[src/rtl/riscv_muldiv.sv]
// riscv_muldiv: iterative RV M-extension multiply/divide unit.
// The unit performs one radix-2 step per cycle on operand magnitudes. It uses
// a 2*XLEN accumulator, followed by one sign-fix cycle and one done cycle.
// Latency is fixed at XLEN+2 cycles from an accepted start to the done pulse.
//
// Ports:
//   clk     - clock, rising edge
//   reset   - asynchronous active-low reset
//   start   - request an operation (accepted only when idle)
//   funct3  - M-extension op (MUL/MULH/MULHSU/MULHU/DIV/DIVU/REM/REMU)
//   op_a    - rs1 operand (multiplicand / dividend)
//   op_b    - rs2 operand (multiplier / divisor)
//   flush   - abort any in-flight operation
//   busy    - operation in flight (calc and fix phases)
//   done    - single-cycle result-valid pulse
//   result  - last completed result
module riscv_muldiv #(
  parameter int unsigned XLEN = 32
) (
  input  logic            clk,
  input  logic            reset,
  input  logic            start,
  input  logic [2:0]      funct3,
  input  logic [XLEN-1:0] op_a,
  input  logic [XLEN-1:0] op_b,
  input  logic            flush,
  output logic            busy,
  output logic            done,
  output logic [XLEN-1:0] result
);

  localparam int unsigned AW = 2 * XLEN;
  localparam int unsigned CW = $clog2(XLEN);

  typedef enum logic [1:0] {
    S_IDLE = 2'd0,
    S_CALC = 2'd1,
    S_FIX  = 2'd2,
    S_DONE = 2'd3
  } state_e;

  state_e          state_q, state_d;
  logic [CW-1:0]   cnt_q, cnt_d;
  logic [AW-1:0]   acc_q, acc_d;
  logic [XLEN-1:0] opnd_q, opnd_d;
  logic [2:0]      f3_q, f3_d;
  logic            neg_q, neg_d;
  logic            neg_rem_q, neg_rem_d;
  logic            bzero_q, bzero_d;
  logic            busy_q, busy_d;
  logic            done_q, done_d;
  logic [XLEN-1:0] result_q, result_d;

  // Operand signedness and magnitudes at accept time
  logic            signed_a, signed_b, sign_a, sign_b;
  logic [XLEN-1:0] a_mag, b_mag;

  assign signed_a = (funct3 == 3'b001) || (funct3 == 3'b010) ||
                    (funct3 == 3'b100) || (funct3 == 3'b110);
  assign signed_b = (funct3 == 3'b001) || (funct3 == 3'b100) ||
                    (funct3 == 3'b110);
  assign sign_a   = signed_a & op_a[XLEN-1];
  assign sign_b   = signed_b & op_b[XLEN-1];
  assign a_mag    = sign_a ? (~op_a + XLEN'(1)) : op_a;
  assign b_mag    = sign_b ? (~op_b + XLEN'(1)) : op_b;

  // Multiply step: conditionally add multiplicand into the high half, shift right
  logic [XLEN:0]   mul_sum;
  logic [AW-1:0]   mul_next;

  assign mul_sum  = {1'b0, acc_q[AW-1:XLEN]} + {1'b0, opnd_q};
  assign mul_next = acc_q[0] ? {mul_sum, acc_q[XLEN-1:1]}
                             : {1'b0, acc_q[AW-1:1]};

  // Restoring divide step: shift left, subtract divisor if it fits
  logic [XLEN:0]   div_part;
  logic [XLEN:0]   div_diff;
  logic            div_fit;
  logic [AW-1:0]   div_next;

  assign div_part = acc_q[AW-1:XLEN-1];
  assign div_diff = div_part - {1'b0, opnd_q};
  assign div_fit  = (div_part >= {1'b0, opnd_q});
  assign div_next = div_fit ? {div_diff[XLEN-1:0], acc_q[XLEN-2:0], 1'b1}
                            : {div_part[XLEN-1:0], acc_q[XLEN-2:0], 1'b0};

  // Sign correction and result selection
  logic [AW-1:0]   prod_fix;
  logic [XLEN-1:0] quo_fix, rem_fix, fix_res;

  assign prod_fix = neg_q ? (~acc_q + AW'(1)) : acc_q;
  assign quo_fix  = bzero_q ? '1
                  : (neg_q ? (~acc_q[XLEN-1:0] + XLEN'(1)) : acc_q[XLEN-1:0]);
  assign rem_fix  = neg_rem_q ? (~acc_q[AW-1:XLEN] + XLEN'(1)) : acc_q[AW-1:XLEN];

  always_comb begin
    fix_res = acc_q[XLEN-1:0];
    case (f3_q)
      3'b000:                 fix_res = acc_q[XLEN-1:0];
      3'b001, 3'b010, 3'b011: fix_res = prod_fix[AW-1:XLEN];
      3'b100, 3'b101:         fix_res = quo_fix;
      default:                fix_res = rem_fix;
    endcase
  end

  // Next-state and datapath control
  always_comb begin
    state_d   = state_q;
    cnt_d     = cnt_q;
    acc_d     = acc_q;
    opnd_d    = opnd_q;
    f3_d      = f3_q;
    neg_d     = neg_q;
    neg_rem_d = neg_rem_q;
    bzero_d   = bzero_q;
    result_d  = result_q;
    done_d    = 1'b0;

    case (state_q)
      S_IDLE: begin
        if (start && !flush) begin
          f3_d      = funct3;
          cnt_d     = '0;
          neg_d     = sign_a ^ sign_b;
          neg_rem_d = sign_a;
          bzero_d   = (op_b == '0);
          if (funct3[2]) begin
            opnd_d = b_mag;
            acc_d  = {XLEN'(0), a_mag};
          end else begin
            opnd_d = a_mag;
            acc_d  = {XLEN'(0), b_mag};
          end
          state_d = S_CALC;
        end
      end
      S_CALC: begin
        acc_d = f3_q[2] ? div_next : mul_next;
        cnt_d = cnt_q + CW'(1);
        if (cnt_q == CW'(XLEN - 1)) begin
          state_d = S_FIX;
        end
      end
      S_FIX: begin
        acc_d   = {XLEN'(0), fix_res};
        state_d = S_DONE;
      end
      default: begin
        done_d   = 1'b1;
        result_d = acc_q[XLEN-1:0];
        state_d  = S_IDLE;
      end
    endcase

    // Pipeline kill: drop everything in flight, keep the last result
    if (flush) begin
      state_d  = S_IDLE;
      done_d   = 1'b0;
      result_d = result_q;
    end

    busy_d = (state_d == S_CALC) || (state_d == S_FIX);
  end

  always_ff @(posedge clk or negedge reset) begin
    if (!reset) begin
      state_q   <= S_IDLE;
      cnt_q     <= '0;
      acc_q     <= '0;
      opnd_q    <= '0;
      f3_q      <= '0;
      neg_q     <= 1'b0;
      neg_rem_q <= 1'b0;
      bzero_q   <= 1'b0;
      busy_q    <= 1'b0;
      done_q    <= 1'b0;
      result_q  <= '0;
    end else begin
      state_q   <= state_d;
      cnt_q     <= cnt_d;
      acc_q     <= acc_d;
      opnd_q    <= opnd_d;
      f3_q      <= f3_d;
      neg_q     <= neg_d;
      neg_rem_q <= neg_rem_d;
      bzero_q   <= bzero_d;
      busy_q    <= busy_d;
      done_q    <= done_d;
      result_q  <= result_d;
    end
  end

  assign busy   = busy_q;
  assign done   = done_q;
  assign result = result_q;

endmodule

[config.mk]
export PLATFORM = sky130hd
export DESIGN_NAME = riscv_muldiv
export DESIGN_NICKNAME = d
export VERILOG_FILES = /design/src/rtl/riscv_muldiv.sv
export SDC_FILE = /design/constraint.sdc
export NUM_CORES = 1
export LEC_CHECK = 0
export CORE_MARGIN = 2
export CORE_UTILIZATION = 30
export CTS_CLUSTER_DIAMETER = 150
export DETAILED_ROUTE_END_ITERATION = 10
export PLACE_DENSITY = 0.57
export SYNTH_ARGS = -nofsm -noshare
export SYNTH_HDL_FRONTEND = slang
export SYNTH_SLANG_ARGS = --single-unit
export TNS_END_PERCENT = 20
[constraint.sdc]
create_clock -name clk -period 3.23 [get_ports clk]
set_input_delay 0.646 -clock clk [delete_from_list [all_inputs] [get_ports clk]]
set_output_delay 0.646 -clock clk [all_outputs]
set_load 0.1 [all_outputs]
# After elaboration in Yosys (flattened, before gate mapping)
# Cells that the tools add are included.
[op_classes]
magnitude_cmp = 1
n_eq_ne = 17
n_mux = 22
bitwise_logic = 10
reduce_logical = 21
addsub = 8
[op_table]
columns = ["operator", "n"]
rows = [
  ["$mux 64", 5],
  ["$mux 32", 7],
  ["$pmux 64 s3", 1],
  ["$add 32x1->32 const B", 4],
  ["$not 32->32", 4],
  ["$pmux 32 s3", 1],
  ["$add 64x1->64 const B", 1],
  ["$not 64->64", 1],
  ["$add 32x32->33", 1],
  ["$ge 33x32->1", 1],
  ["$logic_not 32->1", 1],
  ["$sub 32x32->32", 1],
  ["$eq 3x3->1 const B", 4],
  ["$pmux 5 s2", 1],
  ["$eq 3x2->1 const B", 3],
  ["$reduce_and 2->1", 4],
  ["$eq 3x1->1 const B", 2],
  ["$logic_or 1x1->1", 6],
  ["$mux 2", 3],
  ["$pmux 2 s3", 1],
  ["$reduce_or 3->1", 2],
  ["$add 5x1->5 const B", 1],
  ["$eq 5x5->1 const B", 1],
  ["$mux 5", 1],
  ["16 further kinds", 22],
]
[word_totals]
output_inout_bits = 34
regBits = 143
elab_cells = 91

# Longest topological paths before layout
[depth]
depth_word = 9
ltp_mapped = 14
ltp_nobuf = 13

# Least setup slack after synthesis
# OpenSTA, ideal clock, no wires.
[synth_timing]
path_type = "register -> register"
from = "reg acc_q[32]"
to = "reg acc_q[61]"
setup_slack_ps = -29
required_time_ps = 3143
n_path_buf = 0
period_less_slack_ps = 3259
setup_time_ps = 87
path_stages_with_launch = 12
t_arrival_ps = 3172
cell_sequence = "dfrtp_1 -> ha_1 -> fa_1 -> a211oi_1 -> o21bai_1 -> o311ai_0 -> a211o_1 -> a21oi_1 -> nor3_1 -> mux2_2 -> a21o_1 -> o211ai_1"
[synth_between]
elab_chain_cells = 4
word_cells_on_any_way = 7
classes_between = "add/sub (2); order compare (1); mux (4)"
[synth_lines]
columns = ["item", "line", "rtl"]
rows = [
  ["start: declaration", "44", "logic [AW-1:0] acc_q, acc_d;"],
  ["start signal: assignment", "169", "acc_q <= '0;"],
  ["start signal: assignment", "181", "acc_q <= acc_d;"],
  ["$add 32x32->33 (tied with other cells)", "71", "assign mul_sum = {1'b0, acc_q[AW-1:XLEN]} + {1'b0, opnd_q};"],
  ["$mux 64 (on tied branches)", "72, 84", ""],
  ["$mux 64 (*)", "138", "acc_d = f3_q[2] ? div_next : mul_next;"],
  ["$pmux 64 s3 (*)", "119", "case (state_q)"],
]
# Every way passes the cells marked *; elsewhere a longest branch is shown, timed or not.
# A chain may end at the register's enable or synchronous reset.

# Final worst setup path
[layout_timing]
from = "reg acc_q[25]"
to = "reg acc_q[10]"
[layout_between]
elab_chain_cells = 5
[layout_lines]
columns = ["item", "line", "rtl"]
rows = [
  ["$not 64->64", "91", "assign prod_fix = neg_q ? (~acc_q + AW'(1)) : acc_q;"],
  ["$add 64x1->64", "91", ""],
  ["$mux 64", "91", ""],
  ["$pmux 32 s3", "98", "case (f3_q)"],
  ["$pmux 64 s3", "119", ""],
]
# No other way between the ends.

==> flow_metrics.tcl <==
set metrics [dict create \
    status "finished with violations" \
    violations "setup timing" \
    p_leak_nw 9.15 \
    final_cell_mix "buf_4, nand2_1, a21oi_1" \
    path_cells "or4_1 -> nor4_4 -> nor3b_2 -> buf_4 -> and2_1 -> nand2_1 -> nand2_1 -> xnor2_1 -> o221ai_1 -> a21oi_1" \
    rsz0062_at_grt "true" \
    max_stage_delay_ns 0.67 \
    overflow 0 \
    remaining_drc_errors 0 \
    crit_arrival_ns 3.59 \
    io-pin-count 105 \
    min_path_type "input port to asynchronous set/reset pin" \
    portBuffers 104 \
    syn_inst 1989 \
    holdBufCountCts 0 \
    grt_pass1_vias 16700 \
    cp-start-kind "flop" \
    period_share_pct 101 \
    initial_utilization_pct 30.3 \
    first_pass_iters 5 \
    design.core.area_um2 50100 \
    cp_common_cell "nand2_1" \
    cts.sink_count 143 \
    ctsLongestPathBuffers 2 \
    clock_skew_ns 0.0193 \
    setup_viol 2 \
    slew_violations 0 \
    ant_nets 0 \
    synth_area_um2 15200 \
    die_h_um 229 \
    ys.flop_type "dfrtp_1" \
    path_max_fanout 5 \
    crit_path_end_kind "flop" \
    finalHoldViolations 0 \
    die_area_um2 52500 \
    max_slew_margin_pct 44.0 \
    timing.final.ws_setup_ns -0.0181 \
    r2r_cells 10 \
    async_reset_ff_share_pct 100 \
    clkTransAtPathRegs_ns 0.08 \
    critical-path-slowest-cell "or4_1" \
    maxCapViolations 0 \
    tightest_slew_ns 0.839 \
    grtUsageTotal_pct 26.7 \
    antenna_found_initial 2 \
    timing.hold.ws_ns 0.105 \
    period_minus_slack_ns 3.25 \
    critical_path_class "flop to flop" \
    numCtsBuffers 17 \
    syn_nets 2136 \
    synth_enable_flop_cells 0 \
    viasPerCell 5.72 \
    final_area_um2 20600 \
    dieWidth_um 229 \
    area_growth_pct 35.3 \
    layout_commonest_cell "buf_4" \
    cts_tree "done" \
    grt_max_degree 83 \
    cts_max_level 4 \
    finalCoreUtilization_pct 41.1 \
    ys_warn_count 0 \
    drtIter0Drc 1627 \
    cts_root_buffer "clkbuf_16" \
    place.gp.congestion 1.04 \
    fmax_mhz 308 \
    dp_hpwl_um 56900 \
    grt_first_pass_wirelength_um 106000 \
    ys_types 94 \
    num_rows 82 \
    fill_cells 5205 \
    cp.required_ns 3.58 \
    placed_area_um2 19400 \
    finalNetCount 2505 \
    layout-drive-gt1-share_pct 26.4 \
    routed_wl_um 71200 \
    syn_area_per_cell_um2 7.64 \
    post_drt_wl_per_cell_um 23.4 \
    clk-insertion-delay-late_ns 0.49 \
    vias 17400 \
    ys_seq_area_share_pct 23.6 \
    powerDensity_nw_per_um2 474 \
    peakVddDrop_mv 0.243 \
    synth_seq_cells 143 \
]
## stage by stage
step           TNS [ns]  cells  power, mW  worst slack, ns
5_1_grt          -0.795   3043       10.2           -0.105
3_3_place_gp     -10.85   3002       7.32           -0.463
3_5_place_dp     -10.63   3002       7.32           -0.413
4_1_cts               0   3035       9.49          0.00158
6_report        -0.0255   3045       9.75          -0.0181
2_1_floorplan         0   1989       5.03           0.0764
## layer usage
metal / track usage [%] / routed length [um] / vias up
met1: 35.9 / 31000 / 8456
met5: 0 / 13 / -
met2: 41.0 / 31100 / 782
li1: - / - / 8036
met4: 10.0 / 2650 / 2
met3: 6.65 / 6420 / 145
## final timing paths
path / startpoint / end / slack [ns]
max reg2reg: acc_q[25] / acc_q[10] / -0.02
max in group asynchronous: reset / f3_q[2] / 2.28
min in group clk: result[0] / result[0] / 0.49
min: reset / result[24] / 0.11
max: acc_q[25] / acc_q[10] / -0.02
min reg2reg: result[0] / result[0] / 0.49
## power by group
| group | internal [mW] | switching [mW] |
|---|---|---|
| clock network | 1.05 | 1.08 |
| logic | 2.09 | 3.22 |
| registers | 2.05 | 0.268 |
| total | 5.19 | 4.56 |
## cells by family (layout without fill, tap and decap cells)
group                      Yosys count  in the layout  share of synthesized area [%]
AOI/OAI and AO/OA                  682            682                           28.3
and+or+nand+nor                    606            606                           19.8
muxes                               91             91                           6.40
other                                0              2                              0
DFF                                143            143                           23.6
xor gates and xnor gates           173            173                           9.97
adders and majority gates           76             76                           6.36
buffers and inverters              218            600                           5.70
## Yosys cell counts, types with 11 or more instances
cell type,count,area (um^2)
o21ai_0,182,911
or3_1,21,131
a21oi_1,201,1010
a21o_1,34,255
xor2_1,76,666
nor2_1,154,578
xnor2_1,97,850
a31oi_1,30,188
ha_1,74,926
a211oi_1,21,158
o31ai_1,23,173
dfrtp_1,143,3580
inv_1,71,267
o221ai_1,22,193
mux2_2,49,552
nor3_1,33,165
nor4_1,21,131
nor2b_1,18,113
clkbuf_1,118,443
nand2b_1,18,113
o41ai_1,11,96.3
o22ai_1,23,144
o21bai_1,11,82.6
nand2_1,197,739
buf_2,14,70.1
nand3b_1,12,90.1
o211ai_1,22,165
nand4_1,18,113
mux2i_1,42,420
nand3_1,46,230
and3_1,11,68.8
## what timing repair did
action                     CTS  global route
resized for setup           32            85
setup endpoints to repair   35            52
buffers inserted             1             8
cloned                       0             0
pin swaps                    7            46
## flip-flops by register name, summed over array words and instances, names as in the netlist
| name | cells |
|---|---|
| done | 1 |
| result | 32 |
| f3_q | 3 |
| opnd_q | 32 |
| busy | 1 |
| neg_rem_q | 1 |
| state_q | 2 |
| acc_q | 64 |
| cnt_q | 5 |
| bzero_q | 1 |
| neg_q | 1 |
## layout make-up
class,instances,area [um^2],area share [%]
tap,672,841,4.09
clock buffer,17,425,2.07
multi-input combinational,1628,11200,54.6
sequential,143,3580,17.4
antenna,2,5.00,0.0243
inverter,73,274,1.33
clock inverter,15,191,0.931
timing repair buffer,495,4010,19.5
## critical path, delay by kind of cell, from the launching register on
family | cells | cell delay [ns]
AOI/OAI and AO/OA | 2 | 0.57
xor gates and xnor gates | 1 | 0.10
buffers and inverters | 1 | 0.20
DFF | 1 | 0.39
and+or+nand+nor | 6 | 1.84
(Power assumes the default switching activity.)
